### src/rtl/obstacle_spawner.sv
// obstacle_spawner: paces obstacle spawns in video frames with a shrinking interval,
// randomising start column and obstacle type from a 16-bit LFSR.
module obstacle_spawner #(
   parameter int          SCREEN_W     = 640,
   parameter int          OBST_W       = 32,
   parameter int          SPAWN_FRAMES = 60,
   parameter int          MIN_FRAMES   = 15,
   parameter int          DIFF_STEP    = 8,
   parameter logic [15:0] SEED         = 16'hACE1
) (
   input  logic       CLOCK_50,
   input  logic       reset,
   input  logic       enable,
   input  logic       frame_tick,
   input  logic       obstacle_busy,
   output logic [1:0] obstacle_trigger,
   output logic [9:0] obstacle_start_x,
   output logic [7:0] interval
);
   localparam logic [9:0] MAX_X      = 10'(SCREEN_W - OBST_W);
   localparam logic [7:0] INIT_INT   = 8'(SPAWN_FRAMES);
   localparam logic [7:0] MIN_INT    = 8'(MIN_FRAMES);
   localparam logic [7:0] LAST_SPAWN = 8'(DIFF_STEP - 1);
   typedef enum logic [1:0] {IDLE, WAIT, ARM, FIRE} state_t;
   state_t      r_state, w_next;
   logic [15:0] r_lfsr;
   logic [7:0]  r_frame_cnt, r_spawn_cnt, r_interval;
   logic [1:0]  r_trigger, w_type;
   logic [9:0]  r_start_x, w_col, w_start_x;
   logic        w_last_tick, w_step_up;
   assign w_col       = r_lfsr[9:0];
   // a single fold is enough: the largest raw column minus (MAX_X+1) stays in range
   assign w_start_x   = (w_col <= MAX_X) ? w_col : w_col - (MAX_X + 10'd1);
   assign w_type      = (r_lfsr[11:10] == 2'b00) ? 2'b01 : r_lfsr[11:10];
   assign w_last_tick = frame_tick && (r_frame_cnt == r_interval - 8'd1);
   assign w_step_up   = (r_spawn_cnt == LAST_SPAWN);
   always_comb begin
      w_next = r_state;
      case (r_state)
         IDLE:    w_next = WAIT;
         WAIT:    w_next = w_last_tick ? ARM : WAIT;
         ARM:     w_next = obstacle_busy ? ARM : FIRE;
         FIRE:    w_next = WAIT;
         default: w_next = IDLE;
      endcase
      if (!enable) w_next = IDLE;
   end
   always_ff @(posedge CLOCK_50) begin
      if (reset) begin
         r_state     <= IDLE;
         r_lfsr      <= SEED;
         r_frame_cnt <= '0;
         r_spawn_cnt <= '0;
         r_interval  <= INIT_INT;
         r_trigger   <= '0;
         r_start_x   <= '0;
      end else begin
         r_state <= w_next;
         r_lfsr  <= {r_lfsr[14:0], r_lfsr[15] ^ r_lfsr[13] ^ r_lfsr[12] ^ r_lfsr[10]};
         if (!enable) begin
            r_trigger   <= '0;
            r_frame_cnt <= '0;
         end else begin
            case (r_state)
               IDLE: r_frame_cnt <= '0;
               WAIT: if (frame_tick) r_frame_cnt <= r_frame_cnt + 8'd1;
               ARM: if (!obstacle_busy) begin
                  r_start_x <= w_start_x;
                  r_trigger <= w_type;
               end
               FIRE: begin
                  r_trigger   <= '0;
                  r_frame_cnt <= '0;
                  r_spawn_cnt <= w_step_up ? 8'd0 : r_spawn_cnt + 8'd1;
                  if (w_step_up && r_interval > MIN_INT) r_interval <= r_interval - 8'd1;
               end
               default: ;
            endcase
         end
      end
   end
   assign obstacle_trigger = r_trigger;
   assign obstacle_start_x = r_start_x;
   assign interval         = r_interval;
endmodule
### config.mk
export PLATFORM = sky130hd
export DESIGN_NAME = obstacle_spawner
export DESIGN_NICKNAME = d
export VERILOG_FILES = /design/src/rtl/obstacle_spawner.sv
export SDC_FILE = /design/constraint.sdc
export NUM_CORES = 1
export LEC_CHECK = 0
export ABC_AREA = 1
export BUFFER_PORTS_ARGS = -buffer_cell sky130_fd_sc_hd__clkbuf_2
export CORE_MARGIN = 1.5
export CORE_UTILIZATION = 45
export DETAILED_ROUTE_END_ITERATION = 6
export MAX_ROUTING_LAYER = met4
export PLACE_DENSITY = 0.64
export SYNTH_ARGS = -nofsm -noshare
export SYNTH_HDL_FRONTEND = slang
export SYNTH_SLANG_ARGS = --single-unit
export TNS_END_PERCENT = 30
### constraint.sdc
create_clock -name CLOCK_50 -period 3.96 [get_ports CLOCK_50]
set_input_delay 0.396 -clock CLOCK_50 [delete_from_list [all_inputs] [get_ports CLOCK_50]]
set_output_delay 0.396 -clock CLOCK_50 [all_outputs]
set_load 0.02 [all_outputs]
==> results.toml, run 1 <==
[outcome]
outcome = "complete, no violations"

[die]
dieArea_sq_um = 6390
die_y_um = 79.9
die_x_um = 79.9
core-area_sq_um = 5610
initial_utilization_pct = 47.5
ios = 25
rows = 27

[clocking]
clock_path_buffers = 2
cts_hold_buf = 0
cts_tree = "yes"
cts_buffers = 5
cts_root_buf = "clkbuf_8"
cts_setup_buffers = 0
path_clk_slew_ps = 100
htree_levels = 2
cts_resized = 0
worstSkewPairLatency_ps = 300
clock-sinks = 54

[detailed_routing]
drtIter0Drc = 69
drtPass1Iterations = 4
detail_route.wl_per_cell_um = 10.6
totalWireLength_um = 4980
drtAntennaViolNets = 0
vias = 2307
vias_per_cell = 4.90
route.detailed.drc = 0

[placed_design]
dpl_cell_area_sq_um = 2840
pre_cts_ws_ps = 1750
place_congestion = 0.786
place_hpwl_um = 3790
portBuffers = 24

[worst_setup_path]
worstPathCellList = "inv_1, ha_1, inv_2, nor2_1, inv_2, nor2_1, o21ai_0, o21bai_1, inv_1"
worst_setup_path_end_kind = "flop"
critical-path-slowest-cell = "nor2_1"
startpoint_type = "flop"
cp_data_arrival_time_ps = 2490
critPathMaxStageDelay_ps = 890
critPathRequiredTime_ps = 4220
worstSetupPathType = "flop to flop"
critPathMaxFanout = 20

[power]
ir_drop_mv = 0.163
power_leakage_nw = 1.34
p_per_area_nw_per_um2 = 317
total_power_mw = 0.928

[global_routing]
overflow = 0
grt_max_degree = 22
grt_pass1_wl_um = 8750
track_usage_pct = 17.6
grt_pass1_vias = 2091
antenna_found_initial = 0

[logic_synthesis]
synth_cell_types = 36
ys_seq_area_share_pct = 40.6
ys_seq_elements = 54
syn-cell-area_sq_um = 2660
synth_ff_type = "dfxtp_1"
yosysWarnings = 0
synth_edf_count = 0
synthCells = 374
syn_nets = 386
synth_area_per_cell_sq_um = 7.12
postSynth.asyncResetShare_pct = 0

[layout]
nFillCells = 580
finalInstanceArea_sq_um = 2930
final_nets = 410
fin_util_pct = 52.2
layout_commonest_cell = "nand2_1"
final_cell_mix = "75 x nand2_1, 54 x dfxtp_1, 53 x inv_1"
layout-drive-gt1-share_pct = 17.0
antennaDiodeCount = 0
area_growth_pct = 9.91

[sta]
finalCriticalPeriod_ps = 2230
setup-tns-final_ps = 0
final_hold_viol_count = 0
maxSlewViolCount = 0
max_freq_mhz = 448
period_share_pct = 56.4
max_slew.worst_pin.slew_ps = 1200
fin_skew_ps = 6.40
setup_viol = 0
slew_headroom_pct = 20.0
rsz0062_at_grt = "no"
worst_slack_ps = 1730

[min_path]
min_path_type = "primary input to flop"

[flow_run]
cap_viol_max_count = 0
[cells by family after synthesis]
| logic type | synth area share, % |
|---|---|
| fa+ha+maj | 3.29 |
| flops | 40.6 |
| compound gates | 12.7 |
| buf+inv | 10.6 |
| xor+xnor | 1.97 |
| simple gates | 30.9 |
[synthesized netlist by cell type, drive strengths merged, types with 3 or more instances]
cell,n,area (sq um)
o21ai,23,119
ha,7,87.6
nand2,80,318
buf,3,21.3
nor3,13,80.1
a21oi,20,108
nor2,43,179
or2,6,37.5
nand4,3,18.8
dfxtp,54,1080
o211ai,4,30.0
nor3b,3,22.5
xor2,4,35.0
o21a,4,30.0
nand3,28,160
clkbuf,4,15.0
o21bai,4,30.0
inv,63,236
[cell type report]
| type | instances | area, sq um | area share [%] |
|---|---|---|---|
| multi-input combinational | 248 | 1300 | 44.4 |
| inverter | 65 | 245 | 8.38 |
| tap | 72 | 90.1 | 3.08 |
| sequential | 54 | 1080 | 36.9 |
| timing repair buffer | 24 | 120 | 4.10 |
| clock buffer | 5 | 68.8 | 2.35 |
| clock inverter | 3 | 21.3 | 0.726 |
[worst paths after layout]
kind                          from  cells past startpoint                               end  slack [ps]
max reg2reg  r_state[0]$_SDFF_PP0_                      9  obstacle_start_x[2]$_SDFFE_PP0P_        1730
max          r_state[0]$_SDFF_PP0_                      9  obstacle_start_x[2]$_SDFFE_PP0P_        1730
min reg2reg  r_lfsr[14]$_SDFF_PP0_                      1             r_lfsr[15]$_SDFF_PP1_         420
min                  obstacle_busy                      4  obstacle_trigger[1]$_SDFFE_PP0P_         390
[worst max-delay path: cells and delay by family (launching register included)]
kind                     cells  cell delay (ps)
AO/OA/AOI/OAI                2              380
adder cells (fa/ha/maj)      1              190
buffers and inverters        4              220
flip-flops                   1              340
AND/OR/NAND/NOR              2             1070
[report_power, final]
part	leakage, nW	internal, mW	switching, mW	total [mW]
Sequential	0.440	0.554	0.00872	0.563
Clock	0.0441	0.125	0.182	0.307
Combinational	0.852	0.0198	0.0380	0.0578
Total	1.34	0.699	0.229	0.928
[sequential cells by signal, summed over array words and instances, names as in the netlist]
register,count
r_state,2
obstacle_trigger,2
obstacle_start_x,10
interval,8
r_frame_cnt,8
r_lfsr,16
r_spawn_cnt,8
[per-stage QoR]
stage               hold WS (ps)  instances
detailed placement           398        463
CTS                          389        471
finish                       394        471
global route                 406        471
floorplan                    389        374
global placement             391        463
[metal layers]
| metal | share of wire [%] | track usage, % |
|---|---|---|
| met1 | 49 | 19.9 |
| met2 | 48 | 31.4 |
| met3 | 2.3 | 3.09 |
| met4 | 1.1 | 5.17 |
| met5 | 0 | - |
Power figures use the tool's default switching activity.
==> run 2: changes to the inputs <==
Settings changed: PLACE_DENSITY 0.64 to 0.67.
Clock period 3.96 ns to 2 ns, I/O delays scaled along.
==> run 2 against run 1 <==
Net effect: worst setup slack got worse by 1400 ps; critical path depth unchanged; hold slack lost 180 ps; sequential power rose by 97%; sequential share of layout area down 0.57 points; critical path type unchanged; critical endpoint is now r_frame_cnt[7]$_SDFFE_PP0P_; largest cell class unchanged; highest routed layer unchanged.
==> results.toml, run 2 (synthesis gave the netlist of run 1 again) <==
[outcome]
outcome = "complete, no violations"

[detailed_routing]
vias = 2305
vias_per_cell = 4.86
drtIter0Drc = 92
detail_route.wl_per_cell_um = 10.6
drtAntennaViolNets = 0
drtPass1Iterations = 4
totalWireLength_um = 5010
route.detailed.drc = 0

[clocking]
path_clk_slew_ps = 100
cts_hold_buf = 0
cts_resized = 0
clock_path_buffers = 2
cts_setup_buffers = 0
htree_levels = 2
cts_tree = "yes"
cts_root_buf = "clkbuf_8"
clock-sinks = 54
cts_buffers = 5
worstSkewPairLatency_ps = 310

[worst_setup_path]
worst_setup_path_end_kind = "flop"
critPathRequiredTime_ps = 2260
cp_data_arrival_time_ps = 1970
startpoint_type = "flop"
reg2reg_slack_ps = 290
worstSetupPathType = "flop to flop"
startpoint = "r_state[0]$_SDFF_PP0_"
r2r_start = "r_state[0]$_SDFF_PP0_"
critPathMaxFanout = 6

[min_path]
min_from = "obstacle_busy"
min_path_type = "primary input to flop"

[layout]
layout_commonest_cell = "nand2_1"
fin_util_pct = 53.0
antennaDiodeCount = 0
final_cell_mix = "75 x nand2_1, 54 x dfxtp_1, 53 x inv_1"
final_nets = 413
largest_reg_flops = 16
top_register = "r_lfsr"
layout-drive-gt1-share_pct = 17.7
stdcell_count = 474
area_growth_pct = 11.6
finalInstanceArea_sq_um = 2970

[placed_design]
portBuffers = 24
place_hpwl_um = 3910
dpl_cell_area_sq_um = 2860
place_congestion = 0.853
dp_cells = 466

[die]
ios = 25
dieArea_sq_um = 6390
initial_utilization_pct = 47.5
die_y_um = 79.9
die_x_um = 79.9
rows = 27
core-area_sq_um = 5610

[global_routing]
grt_pass1_wl_um = 9140
grt_max_degree = 21
antenna_found_initial = 0
grt_pass1_vias = 2233
overflow = 0
track_usage_pct = 18.3

[sta]
finalCriticalPeriod_ps = 1710
slew_headroom_pct = 69.4
fin_skew_ps = 13.6
hold_slack_ps = 212
maxSlewViolCount = 0
setup-tns-final_ps = 0
final_hold_viol_count = 0
max_freq_mhz = 584
setup_viol = 0
period_share_pct = 85.5
max_slew.worst_pin.slew_ps = 458
rsz0062_at_grt = "no"

[flow_run]
cap_viol_max_count = 0

[power]
ir_drop_mv = 0.529
power_leakage_nw = 1.36
p_per_area_nw_per_um2 = 662
[run 2: report_power, final]
group          leakage (nW)  switching, mW  internal (mW)
combinational         0.867         0.0749         0.0421
sequential            0.440         0.0171           1.10
clock                0.0504          0.363          0.373
total                  1.36          0.455           1.51
[run 2: critical path, cell delays in order (launching register included)]
cell	delay, ps
dfxtp_1	360
inv_1	50
ha_1	290
inv_2	50
o21ai_2	230
nand3_1	160
nor3_2	170
nand2_1	90
a21oi_1	130
o21a_1	130
[run 2: metrics by stage]
| step | worst slack [ps] | power, mW |
|---|---|---|
| final | 289 | 1.97 |
| after global routing | 39.1 | 2.06 |
| after CTS | 254 | 2.00 |
| after detailed placement | 286 | 1.26 |
| after global placement | 329 | 1.26 |
| after floorplan | 384 | 1.23 |
[run 2: final timing paths]
| check | end | cells after the start |
|---|---|---|
| min reg2reg | r_lfsr[15]$_SDFF_PP1_ | 1 |
| min | obstacle_trigger[1]$_SDFFE_PP0P_ | 4 |
| max | r_frame_cnt[7]$_SDFFE_PP0P_ | 9 |
| max reg2reg | r_frame_cnt[7]$_SDFFE_PP0P_ | 9 |
[run 2: layer usage]
| metal | up-vias | global-route usage, % | routed length (um) |
|---|---|---|---|
| met5 | - | - | 0 |
| met4 | 0 | 5.34 | 62 |
| met3 | 7 | 3.43 | 128 |
| met2 | 24 | 32.9 | 2450 |
| met1 | 1031 | 20.4 | 2370 |
| li1 | 1243 | - | - |
[run 2: final cells by class]
| class | count | area (sq um) |
|---|---|---|
| Clock buffer | 5 | 68.8 |
| Clock inverter | 3 | 45.0 |
| Fill cell | 585 | 2630 |
| Inverter | 65 | 245 |
| Multi-Input combinational cell | 248 | 1300 |
| Sequential cell | 54 | 1080 |
| Tap cell | 72 | 90.1 |
| Timing Repair Buffer | 27 | 143 |
